<file path="src/rtl/cp0.sv">
// ============================================================================
// Module      : cp0
// Description : MIPS-style coprocessor 0 holding SR, Cause, EPC and PrID,
//               with interrupt/exception request generation and EXL mode.
// Revision    : 1.0 - initial release
// ============================================================================
`default_nettype none

module cp0 #(
    parameter logic [31:0] PRID = 32'h0000_7A01
) (
    input  logic        clk,
    input  logic        reset,
    input  logic [4:0]  A1,
    input  logic [4:0]  A2,
    input  logic [31:0] DIn,
    input  logic        WE,
    input  logic [31:0] PC,
    input  logic        BD,
    input  logic [4:0]  ExcCode_in,
    input  logic [5:0]  HWInt,
    input  logic        EXLClr,
    output logic        IntReq,
    output logic [31:0] EPC,
    output logic [31:0] DOut
);

    localparam logic [4:0] c_IDX_SR    = 5'd12;
    localparam logic [4:0] c_IDX_CAUSE = 5'd13;
    localparam logic [4:0] c_IDX_EPC   = 5'd14;
    localparam logic [4:0] c_IDX_PRID  = 5'd15;

    typedef enum logic [0:0] {
        MODE_NORMAL  = 1'b0,
        MODE_HANDLER = 1'b1
    } mode_t;

    mode_t       r_mode;
    logic [5:0]  r_im;
    logic        r_ie;
    logic        r_cause_bd;
    logic [5:0]  r_ip;
    logic [4:0]  r_exc_code;
    logic [29:0] r_epc;      // word address; EPC is always word aligned

    logic        w_exl;
    logic        w_int_pend;
    logic        w_exc_pend;
    logic        w_int_req;
    logic [31:0] w_sr;
    logic [31:0] w_cause;

    assign w_exl      = (r_mode == MODE_HANDLER);
    assign w_int_pend = (|(HWInt & r_im)) & r_ie & ~w_exl;
    assign w_exc_pend = (ExcCode_in != 5'd0) & ~w_exl;
    assign w_int_req  = w_int_pend | w_exc_pend;

    assign w_sr    = {16'h0000, r_im, 8'h00, w_exl, r_ie};
    assign w_cause = {r_cause_bd, 15'h0000, r_ip, 3'b000, r_exc_code, 2'b00};

    assign IntReq = w_int_req;
    assign EPC    = {r_epc, 2'b00};

    always_comb begin
        DOut = 32'h0000_0000;
        case (A1)
            c_IDX_SR:    DOut = w_sr;
            c_IDX_CAUSE: DOut = w_cause;
            c_IDX_EPC:   DOut = {r_epc, 2'b00};
            c_IDX_PRID:  DOut = PRID;
            default:     DOut = 32'h0000_0000;
        endcase
    end

    always_ff @(posedge clk) begin
        if (reset) begin
            r_mode     <= MODE_NORMAL;
            r_im       <= 6'd0;
            r_ie       <= 1'b0;
            r_cause_bd <= 1'b0;
            r_ip       <= 6'd0;
            r_exc_code <= 5'd0;
            r_epc      <= 30'd0;
        end else begin
            r_ip <= HWInt;
            if (w_int_req) begin
                // Exception entry discards any concurrent mtc0 or eret.
                r_mode     <= MODE_HANDLER;
                r_exc_code <= w_int_pend ? 5'd0 : ExcCode_in;
                r_cause_bd <= BD;
                r_epc      <= BD ? (PC[31:2] - 30'd1) : PC[31:2];
            end else begin
                if (WE && (A2 == c_IDX_SR)) begin
                    r_im   <= DIn[15:10];
                    r_ie   <= DIn[0];
                    r_mode <= DIn[1] ? MODE_HANDLER : MODE_NORMAL;
                end
                if (WE && (A2 == c_IDX_EPC)) begin
                    r_epc <= DIn[31:2];
                end
                if (EXLClr) begin
                    r_mode <= MODE_NORMAL;
                end
            end
        end
    end

endmodule

`default_nettype wire
</file>
<file path="config.mk">
export PLATFORM = sky130hd
export DESIGN_NAME = cp0
export DESIGN_NICKNAME = d
export VERILOG_FILES = /design/src/rtl/cp0.sv
export SDC_FILE = /design/constraint.sdc
export NUM_CORES = 1
export LEC_CHECK = 0
export CAP_MARGIN = 30
export CORE_UTILIZATION = 46
export DETAILED_ROUTE_END_ITERATION = 8
export GPL_TIMING_DRIVEN = 1
export PLACE_DENSITY = 0.83
export SLEW_MARGIN = 20
export SYNTH_ARGS = -nofsm -noshare
export SYNTH_HDL_FRONTEND = slang
export SYNTH_SLANG_ARGS = --single-unit
</file>
<file path="constraint.sdc">
create_clock -name clk -period 4.1 [get_ports clk]
set_input_delay 0.82 -clock clk [delete_from_list [all_inputs] [get_ports clk]]
set_output_delay 0.82 -clock clk [all_outputs]
set_load 0.005 [all_outputs]
</file>
Word level (Yosys, flattened, before mapping)
Cells that the tools add are included.

Output and inout bits: 65. Register bits after elaboration: 50.

Mux-type cells: 9. Reduce and logical (&&, ||, !) cells: 7. Bitwise gates (word level): 7. $add $sub $neg: 1. Equal/unequal tests: 6.

Operators by type and width (number): 32-bit one-hot mux with 4 select lines (1); 30-bit two-way mux (3); 5-bit by 4-bit equality test with 1-bit output, second input constant (6); 30-bit by 1-bit subtractor with 30-bit output, second input constant (1); 6-bit bitwise AND (1); 6-bit OR reduction (1); 5-bit two-way mux (1); 5-bit nonzero test (1); 1-bit two-way mux (4); 1-bit bitwise AND (3); 3-bit nonzero test (1); 1-bit logical AND (2); 1-bit inverter (2); 2-bit AND reduction (1); 2-bit nonzero test (1); 1-bit bitwise OR (1).

Longest topological paths before layout
Gate-level depths: netlist of the first run.

Word-level depth: 7. Mapped depth: 7.

Least setup slack after synthesis of the first run
Ideal clock, no wire load.

Kind: input port to output port. Start point: input port HWInt[1]. End point: output port IntReq. Stages on the path: 5. Path slack: 1137 ps. Path buffers: 1. Arrival time: 2143 ps. Cells stage by stage: a22oi_1 a311oi_1 nor2_1 inv_1 buf_1.

Longest elaborated chain between the ends: 5.

RTL lines: from (decl) (RTL line 21) `input logic [5:0] HWInt,`; 6-bit bitwise AND (RTL line 54) `assign w_int_pend = (|(HWInt & r_im)) & r_ie & ~w_exl;`; 6-bit OR reduction (RTL line 54); 1-bit bitwise AND (2 in series) (RTL line 54); 1-bit bitwise OR (RTL line 56) `assign w_int_req = w_int_pend | w_exc_pend;`; to (decl) (RTL line 23) `output logic IntReq,`.

No other way between the ends.

Worst setup path in the final report of the first run
Start point: input port A1[1]. End point: output port DOut[18].

Longest elaborated chain between the ends: 2. Elaborated cells between the ends (all ways): 5.

RTL lines: from (decl) (RTL line 14) `input logic [4:0] A1,`; 5-bit by 4-bit equality test with 1-bit output (RTL line 66) `case (A1)`; 32-bit one-hot mux with 4 select lines (*) (RTL line 66); to (decl) (RTL line 25) `output logic [31:0] DOut`.

Every way passes the cells marked *; elsewhere a longest branch is shown, timed or not.

==> results of run 1 <==
-- layout by cell type, fill, tap and decap left out, drive strengths merged, types with 2 or more instances in the layout --
master,instances
nand2b,3
o21a,4
nor2,20
o31ai,13
buf,16
or4,16
nor3b,5
nor2b,13
a2111oi,3
o21ai,4
o31a,23
nand2,16
nand4,4
nor4,34
o41ai,18
or4b,4
nand3b,5
a211oi,21
inv,29
or3b,4
a21oi,10
or3,12
nor3,11
and2,18
nor4b,2
a22oi,9
dfxtp,50
a31oi,15
clkdlybuf4s50,149
xnor2,3
conb,2
xor2,5
nand4b,3
mux2i,17
a311oi,3
clkbuf,5
-- state kept, by name (all words and copies together), names as in the netlist --
signal,cells
r_epc,30
r_ip,6
r_cause_bd,1
r_exc_code,5
r_mode,1
r_im,6
r_ie,1
-- power by group through the flow --
| stage | registers, W | clock network, W | logic, W |
|---|---|---|---|
| 2_1_floorplan | 0.000556 | 0 | 0.000153 |
| 4_1_cts | 0.000554 | 0.000369 | 0.000353 |
| 6_report | 0.000555 | 0.000366 | 0.000356 |
| 3_3_place_gp | 0.000563 | 0 | 0.000344 |
| 5_1_grt | 0.000560 | 0.000381 | 0.000384 |
| 3_5_place_dp | 0.000565 | 0 | 0.000350 |
-- final cells by class --
cell class	instances	area, um2	area share [%]
Tap cell	99	124	2.35
Clock inverter	3	43.8	0.832
Timing Repair Buffer	165	1620	30.7
Inverter	28	105	2.00
Clock buffer	5	68.8	1.31
Multi-Input combinational cell	327	2310	43.8
Sequential cell	50	1000	19.0
-- stage by stage --
| stage | setup slack (ns) | cell area, um2 | total power, W | hold slack, ns |
|---|---|---|---|---|
| floorplan | 1.14 | 3570 | 0.000709 | 0.435 |
| global placement | 0.552 | 5140 | 0.000908 | 0.444 |
| detailed placement | 0.505 | 5140 | 0.000916 | 0.462 |
| CTS | 0.489 | 5250 | 0.00128 | 0.476 |
| global route | 0.407 | 5270 | 0.00133 | 0.491 |
| finish | 0.481 | 5270 | 0.00128 | 0.468 |
-- critical path, stage by stage --
cell	delay, ns
sky130_fd_sc_hd__clkdlybuf4s50_1	0.57
sky130_fd_sc_hd__nor2b_1	0.16
sky130_fd_sc_hd__buf_4	0.16
sky130_fd_sc_hd__nor2b_1	0.17
sky130_fd_sc_hd__buf_4	0.25
sky130_fd_sc_hd__and2_1	0.16
sky130_fd_sc_hd__clkdlybuf4s50_1	0.50
-- cells by family (layout without fill, tap and decap cells) --
family / Yosys count / after routing / share of synthesized area [%]
adders and majority gates: 1 / 1 / 0.350
AOI/OAI and AO/OA: 128 / 128 / 27.2
and+or+nand+nor: 171 / 171 / 29.5
xor gates and xnor gates: 8 / 8 / 1.96
muxes: 17 / 17 / 4.77
buffers and inverters: 72 / 201 / 8.06
other: 1 / 2 / 0.105
DFF: 50 / 50 / 28.0
-- layer usage --
layer,track usage (%),share of wire (%)
met2,49.2,49
met4,8.87,2.0
met1,37.1,42
met5,0,0
met3,3.98,7.6
-- final timing paths --
path                            slack, ns        to
worst min-delay path                 0.47      r_ie
worst max register to register       2.02   r_im[0]
worst min register to register       0.47      r_ie
worst max-delay path                 0.48  DOut[18]
-- cell usage after synthesis, types with 2 or more instances --
cell type | count | area (um2)
sky130_fd_sc_hd__dfxtp_1 | 50 | 1000
sky130_fd_sc_hd__clkbuf_1 | 38 | 143
sky130_fd_sc_hd__nor4_1 | 34 | 213
sky130_fd_sc_hd__inv_1 | 27 | 101
sky130_fd_sc_hd__o31a_1 | 23 | 201
sky130_fd_sc_hd__a211oi_1 | 21 | 158
sky130_fd_sc_hd__nor2_1 | 20 | 75.1
sky130_fd_sc_hd__and2_1 | 18 | 113
sky130_fd_sc_hd__o41ai_1 | 18 | 158
sky130_fd_sc_hd__mux2i_1 | 17 | 170
sky130_fd_sc_hd__nand2_1 | 16 | 60.1
sky130_fd_sc_hd__or4_1 | 16 | 120
sky130_fd_sc_hd__a31oi_1 | 15 | 93.8
sky130_fd_sc_hd__nor2b_1 | 13 | 81.3
sky130_fd_sc_hd__o31ai_1 | 13 | 97.6
sky130_fd_sc_hd__or3_1 | 11 | 68.8
sky130_fd_sc_hd__a21oi_1 | 10 | 50.1
sky130_fd_sc_hd__a22oi_1 | 9 | 67.6
sky130_fd_sc_hd__nor3_1 | 9 | 45.0
sky130_fd_sc_hd__nand3b_1 | 5 | 37.5
sky130_fd_sc_hd__nor3b_1 | 5 | 37.5
sky130_fd_sc_hd__xor2_1 | 5 | 43.8
sky130_fd_sc_hd__nand4_1 | 4 | 25.0
sky130_fd_sc_hd__o21a_1 | 4 | 30.0
sky130_fd_sc_hd__o21ai_0 | 4 | 20.0
sky130_fd_sc_hd__or3b_2 | 4 | 35.0
sky130_fd_sc_hd__a2111oi_0 | 3 | 26.3
sky130_fd_sc_hd__a311oi_1 | 3 | 26.3
sky130_fd_sc_hd__nand2b_1 | 3 | 18.8
sky130_fd_sc_hd__nand4b_1 | 3 | 26.3
sky130_fd_sc_hd__or4b_1 | 3 | 30.0
sky130_fd_sc_hd__xnor2_1 | 3 | 26.3
sky130_fd_sc_hd__buf_2 | 2 | 10.0
sky130_fd_sc_hd__buf_4 | 2 | 15.0
sky130_fd_sc_hd__nor3_2 | 2 | 20.0
sky130_fd_sc_hd__nor4b_1 | 2 | 17.5
==> results, run 1 <==
- The total of cells resized after clock tree synthesis is 0.
- The final non-filler cell total is just under 700.
- The cell leakage power is 1.75 nW.
- The pre-antenna-repair detailed-routing pass consisted of 5 iterations.
- The share of async-settable or async-resettable flops after synthesis is 0%.
- The critical path class is in -> out.
- The hold path startpoint is r_ie.
- For the final routed database, the setup TNS stands at 0 ns.
- The initial cell density of the core is between 40% and 50%.
- The maximum number of pins on one net before global-route repair is 49.
- Along the worst path, the maximum fanout reaches 17.
- Summed over all layers, the global routing overflow is 0.
- Data on the critical path arrives at its endpoint at ~2.8 ns.
- The per-cell via count in the routed design is around 6.1.
- In this run the worst setup path begins at A1[1].
- For this design the total switching power over the nets is roughly 0.00037 W.
- Fill cells in the final layout number slightly below 600.
- The maximum buffer depth of the clock tree is 2.
- From synthesis to final layout, the design area changed by 47.5%.
- The relative max-transition margin is 40.3%.
- During I/O placement, the number of pins put on the boundary was about 160.
- At the later pin of the worst-skew pair, clock insertion delay measures approximately 0.32 ns.
- The smallest clock period supported by the final layout is computed as 3.62 ns.
- The final estimated routing congestion in global placement is between 0.9 and 1.
- The region available for standard cell placement spans approximately 7400 um2.
- The routed layout has 4157 vias.
- The worst register-to-register path begins at r_im[1].
- After detailed routing, the number of remaining DRC violations is 0.
- The synthesized instance count is 448.
- Between clock sinks in the finished design, the worst skew comes to 0.00839 ns.
- In this run the power density over the cells is about 240 nW/um2.
- In this run, the number of DRC markers left after iteration 0 of detailed routing was 270.
- The kind of end point of the critical path is an output pin.
- The mean area per synthesized cell is around 8 um2.
- During synthesis, Yosys emitted a total of 0 warnings.
- The achievable clock frequency is 0.276 GHz.
- STA classifies the critical path startpoint as an input pin.
- Once layout is complete, the utilization of the core stands at a little over 70%.
- The share of total power dissipated in combinational logic is between 20 and 30%.
- Global routing consumed, over all layers together, 28.7% of the routing resources.
- In this run the post-CTS setup repair buffer count came out at 0.
- The internal power of the cells totals about 0.00091 W.
- In this run the tool buffered the top-level ports with 150 buffer cells.
- After clock tree synthesis, the flow added hold-fix buffers numbering 0.
- The count of inserted antenna diode cells is 0.
- The switching part of the total power is between 20% and 30%.
- The number of global-route vias before repair was 3771.
- VDD sags by at most between 0.00015 and 0.0002 V.
- The proportion of power drawn by flip-flops and latches is a little over two fifths.
- The number of pins with negative max-slew slack in the final report came to 0.
- Once placement completed, the tool counted placed cells totaling about 670.
- The initial antenna violation count is 0.
- For this run, the leading register cell type out of synthesis is sky130_fd_sc_hd__dfxtp_1.
- The post-route netlist has roughly 6.4% of its cells at a drive strength greater than 1.
- The instance count along the most critical hold path is 2.
- In this run, synthesis inferred 0 flip-flops with an integrated enable.
- The die is about 90 um tall.
- The post-layout net count is 668.
- After detailed routing, the total wire length is ~12000 um.
- The count of cell types in the netlist is 49.
- The classification of the worst-slack hold path is reg -> reg.
- The max-cap check violation count is 0.
- Setup repair after global routing left no endpoint under its margin.
- The number of hold violations in the final report is 0.
- The setup-violating endpoint count in the final report is 0.
- In the finished design, the share of the clock period the worst path needs comes to between 80% and 90%.
- The H-tree was split into 2 levels.
- The first global-routing pass estimated slightly below 20000 um of wire.
- The number of cell instances on the worst register-to-register path is 5.
- The initialized floorplan defines 31 standard-cell rows.
- The flow ran to the end, and the final reports show no timing, DRC or antenna violations.
- The mapped cell area is 3570 um2.
- After clock tree synthesis, the clock-pin slew on the worst setup and hold paths is approximately 0.1 ns.
- The cell at the root of the clock tree is sky130_fd_sc_hd__clkbuf_8.
- TritonCTS built the clock tree.
- At the pin with the least slew margin, the transition time is slightly below 0.9 ns.
- The post-synthesis sequential element count is 50.
- The antenna violation net count after detailed routing is 0.
- The final routed wire length divided by cell count is approximately 18 um.
- The die area is approximately 8100 um2.
- The half-perimeter wire length after placement is ~8600 um.
- The clock network burns 28.6% of the power.
- The width of the die is approximately 90 um.
- In this run, CTS created clock tree buffers numbering 5.
- The clock net sink count is 50.
- Of the synthesized area, sequential elements account for approximately 28%.
- Data on the critical path is required at its endpoint by between 3 and 4 ns.
No activity file was read; power rests on OpenSTA's default activity.
==> inputs of run 2 (changes only) <==
ABC_AREA = 1   (was unset)
CORE_UTILIZATION = 25   (was 46)
PLACE_DENSITY = 0.5   (was 0.83)
==> run 2 against run 1 <==
Against the previous run: sequential cell count unchanged; die area up 77%; highest routed layer unchanged; sequential share of layout area about the same; total power up 8.8%; synthesized cell count up 30%; hold slack better by 0.0080 ns; area after synthesis down 2.9%; routed wire length up 14%; fmax up 1.1%.
==> results, run 2 <==
- The count of nets left with antenna violations once routing finished came out at 0.
- The setup path with the least slack is of type in -> out.
- Summing the sequential cell areas from Yosys gives ~29% of the chip area.
- The initial cell density of the core is 25.9%.
- The clock latency on the worst-skew pair is between 0.2 and 0.3 ns.
- Once routing completed, OpenROAD measured the worst setup slack at ~0.52 ns.
- Clock-pin slew was measured on the worst setup and hold paths at about 0.070 ns.
- The total routing resource utilization after global routing is about a fifth.
- The most crowded layer after global routing is met2.
- The final worst-path cycle share is 87.3%.
- The worst path required time is 3.28 ns.
- The post-route clock skew is between 0.009 and 0.01 ns.
- The transition time at the pin with the least slew margin is about 0.75 ns.
- The worst-case hold path end point is r_exc_code[3].
- In this run the power density over the cells is between 200 and 300 nW/um2.
- After global routing the overflow that remains totals 0.
- Sequential cells account for just under 40% of the total power.
- Gates resized during post-CTS repair numbered 0.
- The total CTS buffers is 5.
- For this block, the via count after detailed routing is ~4000.
- The minimum clock period after layout is 3.58 ns.
- The relative contribution of the clock network to total power is between 30% and 40%.
- The commonest cells after synthesis are sky130_fd_sc_hd__nand2_1, sky130_fd_sc_hd__nor2_1, sky130_fd_sc_hd__inv_1.
- After layout, the design draws a total of 0.00139 W.
- Counting every sink on the clock net gives 50.
- The initial antenna violation count is 0.
- The mean area per synthesized cell is a little under 6 um2.
- The classification of the worst-slack hold path is reg -> reg.
- The congestion estimate from routability-driven global placement came to 0.828.
- The area share of the largest cell type after synthesis is ~29%.
- The CTS tree is built.
- Of the total power, the share spent switching nets is between 20% and 30%.
- Once placement finished, the instance area stood at 5080 um2.
- The total detailed-routing wirelength is roughly 14000 um.
- IR analysis of the VDD net gives a maximum drop of ~0.00016 V.
- The end of the worst register-to-register path is r_epc[26].
- The most frequent standard cell in the layout excluding fill and tap cells is sky130_fd_sc_hd__nand2_1.
- The setup total negative slack is 0 ns.
- Internal power comes to approximately 0.00099 W.
- The global-route met1 utilization is 24.3%.
- The switching power is roughly 0.00039 W.
- In the routed design, unresolved DRC markers number 0.
- The cell row count is 42.
- The total of hold buffers inserted after clock tree synthesis is 0.
- In this run the cell area of the synthesized design comes to roughly 3500 um2.
- Relative to the synthesized area, the layout overhead comes to 51.7%.
- In this run the most critical hold path is launched from r_exc_code[3].
- The instance count along the most critical hold path is 2.
- The H-tree generated during clock tree synthesis spans 2 levels.
- The number of detailed-route iterations in the first pass is 4.
- The number of hold violations in the final report is 0.
- The flow ran to the end, and the final reports show no timing, DRC or antenna violations.
- Synthesis handed over a netlist of 582 instances.
- The kind of launch point of the worst setup path is an input pin.
- The proportion of layout cells with a drive suffix above 1 is around 3.9%.
- The number of enable-type register cells in the synthesized netlist is 0.
- Ranked by flip-flop count, first place goes to r_epc.
- The synthesized design contains 50 register bits.
- In this run the post-CTS setup repair buffer count came out at 0.
- The floorplan core area is between 10000 and 15000 um2.
- The number of pins with negative max-slew slack in the final report is 0.
- The source of the worst register-to-register timing path is r_im[1].
- Setup repair after global routing left no endpoint under its margin.
- The post-layout net count is between 800 and 900.
- Prior to clock tree synthesis, the placed netlist has a worst setup slack of 0.478 ns.
- Ranked by total cell area, the synthesized netlist is headed by sky130_fd_sc_hd__dfxtp_1, sky130_fd_sc_hd__nand2_1, sky130_fd_sc_hd__nor2_1, sky130_fd_sc_hd__inv_1, sky130_fd_sc_hd__o21ai_0.
- The cell at the root of the clock tree is sky130_fd_sc_hd__clkbuf_16.
- The minimum setup slack among reg-to-reg paths is approximately 2 ns.
- In this run the tool buffered the top-level ports with 150 buffer cells.
- Measured in cells, the most critical reg-to-reg path has a length of 10.
- The maximum buffer depth of the clock tree is 2.
- The count of inserted antenna diode cells is 0.
- The wire length of the first global-routing pass is approximately 22000 um.
- The I/O pin count is roughly 160.
- The max-cap check violation count is 0.
- Global routing used roughly 3.3% of the available met3 tracks.
- The arrival time at the worst endpoint is 2.76 ns.
- Once layout is done, the placed cells without fillers occupy roughly 5300 um2.
- Hold timing on the final database bottoms out at a slack of 0.476 ns.
- The share of power burned in combinational logic is between 20% and 30%.
- The register with the most flip-flops in the layout has 30 of them.
- For this run, global-route usage on met2 was measured as about 34%.
- Of all nets on the critical path, the largest fanout is 13.
- Setup violations remaining at the end of the flow were counted as 0.
- Leaving out fill and tap cells, the most frequent cells in the layout are sky130_fd_sc_hd__nand2_1, sky130_fd_sc_hd__clkdlybuf4s50_1, sky130_fd_sc_hd__nor2_1.
- The number of DRC markers in iteration 0 is 200.
- The largest registers in the layout are r_epc x30, r_im x6, r_ip x6.
- For this design the static power due to leakage is about 2.2 nW.
- Entering global routing, the biggest net connects 47 pins.
- The biggest area consumer among synthesized cells is sky130_fd_sc_hd__dfxtp_1.
- The wire-length estimate of the detail-placed layout is around 11000 um.
- By instance count, the leading cell after synthesis is sky130_fd_sc_hd__nand2_1.
- The share of async-settable or async-resettable flops after synthesis is 0%.
- For this run, the top clock speed supported by timing is approximately 0.28 GHz.
- For this run, the number of Yosys warnings is 0.
- The die covers approximately 14000 um2.
- Counting distinct cell types in the post-synthesis netlist gives 33.
- The number of global-route vias before repair came to 4160.
- The width of the die is between 100 and 150 um.
- Fill cells in the final layout number 1486.
- The most used flip-flop cell after synthesis is sky130_fd_sc_hd__dfxtp_1.
- After detailed routing, the number of vias per cell comes to roughly 4.6.
- In this run the vertical extent of the chip is approximately 120 um.
- The final routed wire length divided by cell count is 15.1 um.
- Measured against its own limit, the worst slew margin works out to 50.1%.
- The kind of end point of the critical path is an output pin.
## run 2: cell count changes after synthesis, sizes merged, moves of 19 or more
cell	previous run	this run
o21ai	4	37
nor4	34	0
nand2	16	177
o31a	23	0
inv	28	75
clkbuf	38	12
nor2	20	106
nand3	0	25
a211oi	21	2
## run 2: worst max path at each step
stage	startpoint	to	cells after the start	slack, ns
2_1_floorplan	ExcCode_in[2]	IntReq	6	1.67
3_3_place_gp	A1[1]	DOut[12]	9	0.53
3_5_place_dp	A1[1]	DOut[12]	9	0.48
4_1_cts	A1[1]	DOut[12]	9	0.47
5_1_grt	A1[0]	DOut[2]	8	0.39
6_report	A1[1]	DOut[12]	9	0.52
## run 2: metrics by stage
step                instances  utilization [%]
floorplan                 583                -
global placement          890             37.9
detailed placement        890             37.9
finish                    898             39.2
CTS                       898             39.2
global route              898             39.2
## run 2: critical path, stage by stage
cell and delay (ns):
sky130_fd_sc_hd__clkdlybuf4s50_1 0.48, sky130_fd_sc_hd__inv_1 0.04, sky130_fd_sc_hd__nor2_1 0.13, sky130_fd_sc_hd__nand2_1 0.09
sky130_fd_sc_hd__buf_4 0.19, sky130_fd_sc_hd__inv_1 0.26, sky130_fd_sc_hd__nand2_1 0.09, sky130_fd_sc_hd__o2111ai_1 0.12
sky130_fd_sc_hd__clkdlybuf4s50_1 0.54
## run 2: logic make-up (layout without fill, tap and decap cells)
group	count (synthesis)	in the layout	share of synthesized area, %
and+or+nand+nor	324	324	38.6
AOI/OAI and AO/OA	91	91	15.7
buffers and inverters	99	238	12.3
adders and majority gates	1	1	0.361
xor gates and xnor gates	16	16	4.04
other	1	2	0.108
DFF	50	50	28.9
## run 2: routing by layer
metal,share of wire [%],up-vias
met5,0,-
met4,1.0,0
met3,5.7,8
met2,48,128
met1,46,1850
li1,-,2103
## run 2: layout make-up
| class | instances | area [um2] | area share [%] |
|---|---|---|---|
| clock buffers | 5 | 125 | 2.38 |
| well taps | 176 | 220 | 4.19 |
| clock inverters | 3 | 48.8 | 0.928 |
| multi-input cells | 434 | 2040 | 38.9 |
| inverters | 75 | 282 | 5.35 |
| flip-flops and latches | 50 | 1000 | 19.0 |
| repair buffers | 155 | 1540 | 29.3 |
## run 2: power by group through the flow
stage | combinational [W] | clock (W) | sequential (W)
after global placement | 0.000347 | 0 | 0.000559
after global routing | 0.000384 | 0.000518 | 0.000553
after floorplan | 0.000151 | 0 | 0.000555
after detailed placement | 0.000347 | 0 | 0.000559
after CTS | 0.000350 | 0.000502 | 0.000549
final | 0.000345 | 0.000495 | 0.000548
==> inputs of run 3 (changes only) <==
CTS_BUF_LIST = sky130_fd_sc_hd__clkbuf_4 sky130_fd_sc_hd__clkbuf_8 sky130_fd_sc_hd__clkbuf_16   (was unset)
==> results of run 3 <==
Same layout as run 2: the final DEF is identical, and so are final timing and power.
